==> src/rtl/polar_pkg.sv <==
// polar_pkg: shared LLR width default and saturation helpers for the polar decoder datapath
package polar_pkg;

    localparam int LLR_WIDTH = 6;

    // Largest magnitude representable in a symmetric w-bit LLR
    function automatic int llr_max(input int w);
        return (1 << (w - 1)) - 1;
    endfunction

    // Clamp to [-llr_max(w), +llr_max(w)]; the most negative code is never produced
    function automatic logic signed [31:0] sat(input logic signed [31:0] v, input int w);
        logic signed [31:0] m;
        m = llr_max(w);
        return v > m ? m : (v < -m ? -m : v);
    endfunction

endpackage

==> src/rtl/llr_sat.sv <==
// llr_sat: combinational round-half-up arithmetic shift and symmetric clamp of one channel LLR
//   din  - signed IN_WIDTH channel LLR
//   dout - signed WIDTH decoder LLR
module llr_sat #(
    parameter int IN_WIDTH = 8,
    parameter int WIDTH    = polar_pkg::LLR_WIDTH,
    parameter int SHIFT    = 2
) (
    input  logic signed [IN_WIDTH-1:0] din,
    output logic signed [WIDTH-1:0]    dout
);

    // Rounding constant is 2^(SHIFT-1), or 0 when no shift is applied
    localparam logic signed [IN_WIDTH:0] RND = (IN_WIDTH + 1)'((1 << SHIFT) >> 1);

    logic signed [IN_WIDTH:0] t;

    // One extra bit keeps in_llr + RND from overflowing
    assign t    = ((IN_WIDTH + 1)'(din) + RND) >>> SHIFT;
    assign dout = WIDTH'(polar_pkg::sat(32'(t), WIDTH));

endmodule

==> src/rtl/polar_llr_loader.sv <==
// polar_llr_loader: ping-pong channel LLR frame loader feeding the stage-n L inputs
//   clk, rst_n           - clock, synchronous active-low reset
//   in_valid/in_ready    - serial channel sample handshake; in_llr sample, in_last end of codeword
//   frame_valid/ready    - parallel frame handshake; frame_llr element i at [i*WIDTH +: WIDTH]
//   err_len              - one-cycle pulse after a frame-length violation
module polar_llr_loader
    import polar_pkg::*;
#(
    parameter int WIDTH    = LLR_WIDTH,
    parameter int IN_WIDTH = 8,
    parameter int N        = 8,
    parameter int SHIFT    = 2
) (
    input  logic                clk,
    input  logic                rst_n,
    input  logic                in_valid,
    output logic                in_ready,
    input  logic [IN_WIDTH-1:0] in_llr,
    input  logic                in_last,
    output logic                frame_valid,
    input  logic                frame_ready,
    output logic [N*WIDTH-1:0]  frame_llr,
    output logic                err_len
);

    localparam int IW = $clog2(N);

    logic [N*WIDTH-1:0]      bank [2];
    logic [1:0]              full;
    logic [IW-1:0]           idx;
    logic                    wr_bank;
    logic                    rd_bank;
    logic signed [WIDTH-1:0] q;
    logic                    acc;
    logic                    commit;
    logic                    early;
    logic                    consume;

    llr_sat #(.IN_WIDTH(IN_WIDTH), .WIDTH(WIDTH), .SHIFT(SHIFT)) u_sat (
        .din  (in_llr),
        .dout (q)
    );

    assign in_ready    = rst_n & ~full[wr_bank];
    assign acc         = in_valid & in_ready;
    assign commit      = acc & (idx == IW'(N - 1));
    assign early       = acc & in_last & ~commit;
    assign frame_valid = full[rd_bank];
    assign consume     = frame_valid & frame_ready;
    assign frame_llr   = frame_valid ? bank[rd_bank] : '0;

    // A presented bank is full, so it is never the write target and stays stable.
    // Commit and consume always hit different banks, so both updates can coexist.
    always_ff @(posedge clk) begin
        if (!rst_n) begin
            bank[0] <= '0;
            bank[1] <= '0;
            full    <= '0;
            idx     <= '0;
            wr_bank <= 1'b0;
            rd_bank <= 1'b0;
            err_len <= 1'b0;
        end else begin
            err_len <= (commit & ~in_last) | early;
            idx     <= (commit | early) ? '0 : (acc ? idx + 1'b1 : idx);
            if (acc)
                bank[wr_bank][int'(idx)*WIDTH +: WIDTH] <= q;
            if (commit) begin
                full[wr_bank] <= 1'b1;
                wr_bank       <= ~wr_bank;
            end
            if (consume) begin
                full[rd_bank] <= 1'b0;
                rd_bank       <= ~rd_bank;
            end
        end
    end

endmodule

==> config.mk <==
export PLATFORM = sky130hd
export DESIGN_NAME = polar_llr_loader
export DESIGN_NICKNAME = d
export VERILOG_FILES = /design/src/rtl/polar_pkg.sv /design/src/rtl/llr_sat.sv /design/src/rtl/polar_llr_loader.sv
export SDC_FILE = /design/constraint.sdc
export NUM_CORES = 1
export LEC_CHECK = 0
export CORE_ASPECT_RATIO = 1.5
export CORE_MARGIN = 2
export CORE_UTILIZATION = 40
export DETAILED_ROUTE_END_ITERATION = 10
export PLACE_DENSITY = 0.58
export SLEW_MARGIN = 20
export SYNTH_ARGS = -nofsm -noshare
export SYNTH_HDL_FRONTEND = slang
export SYNTH_SLANG_ARGS = --single-unit
==> constraint.sdc <==
create_clock -name clk -period 9.6 [get_ports clk]
set_input_delay 1.92 -clock clk [delete_from_list [all_inputs] [get_ports clk]]
set_output_delay 1.92 -clock clk [all_outputs]
set_load 0.01 [all_outputs]
==> results.md <==
- Final Skew: 0.0126 ns
- Crit path kind: input pin to output port
- First-pass GRT wire length: 28.6 mm
- Initial Util: 41.1%
- Power Density: 129 nW/um2
- Hpwl dp: 13.6 mm
- Synth warnings: 0
- Drt total wl: 18.6 mm
- Clock buffer depth: 2
- Seq. cell area: 3060 um2
- R2R cell count: 11
- Multi-input combinational cell area: 3320 um2
- Routed wl met3: 850 um
- Clk pwr share: 36.3%
- P_int: 729 uW
- Die width: 110 um
- Flop2flop setup slack: 4.42 ns
- Post-synth ARST share: 0%
- Final period util: 57.6%
- CTS tree: built
- Resized Gates After CTS: 0
- IO Port Bufs: 62
- Final Slew Violations: 0
- Worst slew pin tran: 1.14 ns
- Vias: 5404
- Unrepaired setup endpoints after global routing: false
- TritonCTS buffer count: 9
- Crit path max fanout: 55
- Number of flops mapped to enable cells by yosys: 96
- 1st-iter DRT viols: 358
- Die area: 17800 um2
- Worst R2R End: bank[0][14]
- CP required: 7.68 ns
- Startpoint Class: input pin
- Total GRT Usage: 21.4%
- Top Ports: 64
- Setup crit end kind: output port
- Worst VDD drop: 0.0903 mV
- Net Switching: 260 uW
- Worst Hold Class: register to register
- Post-CTS setup buffer count: 0
- Max-cap viol count: 0
- Post-Syn Area: 6680 um2
- Setup violations, final: 0
- Commonest cells after routing, fill and taps aside: 109 x nor2_1, 96 x edfxtp_1, 62 x clkdlybuf4s50_1, 56 x nand2_1, 51 x mux2i_1
- Netlist cell types: 81
- Largest net degree at the start of global routing: 56
- Post-Synthesis Cells: 673
- DRT antenna net count: 0
- DRC Markers: 0
- Core area: 16300 um2
- Leakage: 0.00247 uW
- Clk pin slew, worst setup/hold paths: 0.08 ns
- Post-synthesis sequential area ratio: 45.8%
- Nets: 729
- Min cycle time layout: 5.53 ns
- Vias in the first global route: 5242
- Area contributors post-synth: edfxtp_1 43%, mux2i_1 7.8%, nor2_1 6.1%
- Max Used Layer: met4
- Via/cell ratio: 5.89
- CP arrival: 3.61 ns
- WL met1: 7.29 mm
- Worst hold path endpoint: idx[1]
- Final Hold Vio Count: 0
- Area Overhead vs Synth: 14.7%
- Worst skew pair latency: 0.35 ns
- Die height: 162 um
- Initial antenna violation count: 0
- Worst R2R Start: idx[2]
- Status: finished clean
- Main synth FF type: edfxtp_1
- Ratio of cells with drive above 1 in the final layout: 9.85%
- Post-CTS Hold Buffers: 0
- Switching fraction of total power: 26.3%
- Power, Total: 989 uW
- Largest area contributor in the netlist: edfxtp_1
- #FFs+latches synth: 105
- Layout fillers: 1573
- Fmax: 181 MHz
- Clock root buffer: clkbuf_16
- Placer congestion estimate: 0.899
- Max_slew headroom: 23.9%
- Clock Sinks: 105
- Mapped Avg Cell Area: 9.93 um2
- GR Overflow Total: 0
- Most common cell after layout, fill and taps aside: nor2_1
- Syn_nets: 696
- Worst Hold Path Cells: 2
- Fraction of power consumed by sequential logic: 52.2%
- Setup TNS Final: 0 ns
- DRT Pass-1 Iters: 5
- Site row count: 57
- Worst Hold Launch: idx[1]
- Comb power frac: 11.6%
- Wire length on met2: 9.83 mm
- ANT cells: 0
- Wirelength per Cell: 20.3 um
- Post-synth top area share: 43.1%
- CTS H-tree depth: 3
==> logic make-up (layout without fill, tap and decap cells) <==
family          Yosys count  count (layout)  share of synthesized area [%]
xor+xnor                 10              10                           1.65
fa+ha+maj                10              10                           1.99
buf+inv                  63             101                           4.79
simple gates            298             298                           23.7
flops                   105             105                           45.8
mux                      52              52                           7.79
compound gates          135             135                           14.2
==> cell type report <==
type	instances	share of cell area, %
Clock buffer	10	2.99
Clock inverter	6	0.751
Inverter	14	0.686
Multi-Input combinational cell	505	43.3
Sequential cell	105	40.0
Tap cell	206	3.36
Timing Repair Buffer	71	8.98
==> stage by stage <==
step                utilization (%)  setup slack, ns  hold slack, ns  cells  area, um2
floorplan                         -             5.24           0.481    673       6680
global placement               45.4             4.09           0.504    901       7380
detailed placement             45.4             4.05           0.522    901       7380
CTS                            47.1             4.06           0.533    917       7660
global route                   47.1             3.98           0.571    917       7660
finish                         47.1             4.07           0.540    917       7660
==> cell usage after synthesis, types with 4 or more instances <==
master / n
o21ai_1: 5
and3_1: 10
mux2i_1: 52
nand3_1: 29
clkbuf_1: 19
nand4_1: 5
edfxtp_1: 96
a311oi_1: 4
a21oi_1: 35
ha_1: 9
dfxtp_1: 9
buf_4: 7
buf_6: 5
xnor2_1: 4
buf_2: 14
a32oi_1: 4
nand2b_1: 5
nor2_1: 109
nor4_1: 6
and4_1: 4
inv_1: 12
nand2_1: 56
nor3_1: 25
nor4_2: 11
a31oi_1: 5
o21ai_0: 32
nor2b_1: 5
and2_1: 6
o2111ai_1: 6
==> worst max-delay path: stages <==
cell             delay [ns]
clkdlybuf4s50_1        0.47
buf_4                  0.47
and2_1                 0.21
clkdlybuf4s50_1        0.53
==> routing by layer <==
layer / up-vias / global-route usage [%]
li1: 2581 / -
met1: 2612 / 25.2
met2: 174 / 38.5
met3: 37 / 3.05
met4: 0 / 8.17
met5: - / 0
==> power by group through the flow <==
stage	registers (uW)	clock network, uW	logic [uW]
floorplan	526	0	80.0
global placement	526	0	111
detailed placement	527	0	113
CTS	517	364	113
global route	518	381	123
finish	516	359	114
==> worst max path at each step <==
stage | from | to | slack, ns | cells past startpoint
final | rst_n | in_ready | 4.07 | 4
after global placement | rst_n | in_ready | 4.09 | 4
after floorplan | rst_n | in_ready | 5.24 | 3
after CTS | rst_n | in_ready | 4.06 | 4
after detailed placement | rst_n | in_ready | 4.05 | 4
after global routing | rst_n | in_ready | 3.98 | 4
==> registers in the layout, summed over array words and instances, names as in the netlist, named ones only <==
register  count
rd_bank       1
err_len       1
bank         96
idx           3
wr_bank       1
full          2
Note: power is estimated with default switching activity, not from simulation.
==> patch, RTL diff (same flow settings) <==
`IN_WIDTH` is set to 8 in 2 places; all go to 6.
--- a/src/rtl/llr_sat.sv
+++ b/src/rtl/llr_sat.sv
@@ -3,5 +3,5 @@
 //   dout - signed WIDTH decoder LLR
 module llr_sat #(
-    parameter int IN_WIDTH = 8,
+    parameter int IN_WIDTH = 6,
     parameter int WIDTH    = polar_pkg::LLR_WIDTH,
     parameter int SHIFT    = 2
--- a/src/rtl/polar_llr_loader.sv
+++ b/src/rtl/polar_llr_loader.sv
@@ -8,5 +8,5 @@
 #(
     parameter int WIDTH    = LLR_WIDTH,
-    parameter int IN_WIDTH = 8,
+    parameter int IN_WIDTH = 6,
     parameter int N        = 8,
     parameter int SHIFT    = 2
Interface: changed (resized in_llr); port bits go from 64 to 62. No check against the original RTL was run, so the function may have changed too.
==> patch against the original RTL <==
  * Global-route usage down 0.90 points
  * Cell area decreased by 5.8%
  * Largest power group unchanged
  * Power grew 3.6%
  * Sequential cell count stayed put
  * Routed wire length shrank 10%
  * Synthesized cell count decreased by 5.6%
  * Area after synthesis down 8.2%
  * Utilization grew 0.77 points
  * Non-clock buffer count down 3
  * Worst setup slack worse by 0.029 ns
  * Sequential power about the same
==> patch: results (changes against the original RTL) <==
| Metric | Value |
|---|---|
| Syn avg cell area | 9.65 um^2 (-2.7%) |
| Synth top area cells | edfxtp_1 (47%), mux2i_1 (8.3%), nor2_1 (7.9%) |
| Sequential cell area fraction in the yosys report | 0.500 (+0.0412) |
| Gpl congestion | 0.935 (+4.1%) |
| Unique cell type count in the Yosys netlist | 64 (-21%) |
| GRT Overall Usage | 0.205 (-0.00904) |
| Arr. time, crit path | 3.64 ns (+0.03 ns) |
| NetSw | 0.249 mW (-4.2%) |
| Leakage Power | 2.29 nW (-7.2%) |
| Largest registers | bank x96, idx x3, full x2 |
| RR Startpoint | idx[0]$_SDFFE_PP0P_ |
| # placed instances | 859 (-4.7%) |
| Maximum vdd drop | 0.000103 V (+14%) |
| Layout Cells excl Fill | 875 (-4.6%) |
| Slew @ Worst Pin | 0.912 ns (-0.224 ns) |
| Post-DP HPWL | 12200 um (-11%) |
| Number of global-route vias before repair | 4847 (-7.5%) |
| Worst R2R Setup Slack | 4.43 ns (about the same) |
| Via/cell ratio | 5.69 (-3.5%) |
| Status | complete, no violations |
| Synthesized Nets | 655 (-5.9%) |
| Initial drt markers | 274 (-23%) |
| Worst Clk Skew | 0.0108 ns (-0.00184 ns) |
| Worst reg2reg path endpoint | bank[0][12]$_SDFFCE_PN0P_ |
| NumNets Final | 691 (-5.2%) |
| Layout cells sized above 1 | 0.0651 (-0.0334) |
| First-pass GRT wire length | 25900 um (-9.5%) |
## patch: routing by layer
layer	wire length, um	GRT usage	up-vias
met4	407	0.0698	0
met5	0	0	-
met3	604	0.0297	26
met2	8930	0.383	138
li1	-	-	2379
met1	6740	0.237	2435
## patch: final cells by class
type | count | area [um^2]
Inverter | 8 | 30.0
Multi-Input combinational cell | 479 | 2870
Clock buffer | 9 | 225
Fill cell | 1397 | 7850
Sequential cell | 105 | 3060
Tap cell | 199 | 249
Timing Repair Buffer | 68 | 661
Clock inverter | 7 | 119
## patch: worst max-delay path by stage
| stage | to | depth (start not counted) | slack (ns) | start |
|---|---|---|---|---|
| floorplan | in_ready | 3 | 5.10 | rst_n |
| global placement | in_ready | 4 | 4.05 | rst_n |
| detailed placement | in_ready | 4 | 4.04 | rst_n |
| CTS | in_ready | 4 | 4.04 | rst_n |
| global route | in_ready | 4 | 3.98 | rst_n |
| finish | in_ready | 4 | 4.04 | rst_n |
## patch: power by group through the flow
| stage | clock [mW] | sequential (mW) | combinational [mW] |
|---|---|---|---|
| floorplan | 0 | 0.526 | 0.0596 |
| global placement | 0 | 0.527 | 0.0890 |
| detailed placement | 0 | 0.528 | 0.0898 |
| CTS | 0.425 | 0.517 | 0.0901 |
| global route | 0.443 | 0.519 | 0.0978 |
| finish | 0.418 | 0.517 | 0.0904 |
## patch: kinds of logic (layout without fill, tap and decap cells)
kind of cell             count (synthesis)  in the layout  synth area share
AND/OR/NAND/NOR                        303            303             0.229
buffers and inverters                   51             92            0.0339
XOR/XNOR                                14             14            0.0255
AO/OA/AOI/OAI                          101            101             0.108
adder cells (fa/ha/maj)                  9              9            0.0196
multiplexers                            52             52            0.0851
flip-flops                             105            105             0.500
## patch: per-stage QoR
stage                      util  power, mW  hold WS, ns  cell area, um^2  worst slack, ns
final                     0.479       1.03        0.548             7220             4.04
after global routing      0.479       1.06        0.590             7220             3.98
after CTS                 0.479       1.03        0.559             7220             4.04
after detailed placement  0.456      0.617        0.547             6880             4.04
after global placement    0.456      0.616        0.542             6870             4.05
after floorplan               -      0.585        0.501             6130             5.10
## patch: critical path, delay by kind of cell
family | cells | cell delay (ns)
buffers and inverters | 3 | 1.46
AND/OR/NAND/NOR | 1 | 0.21
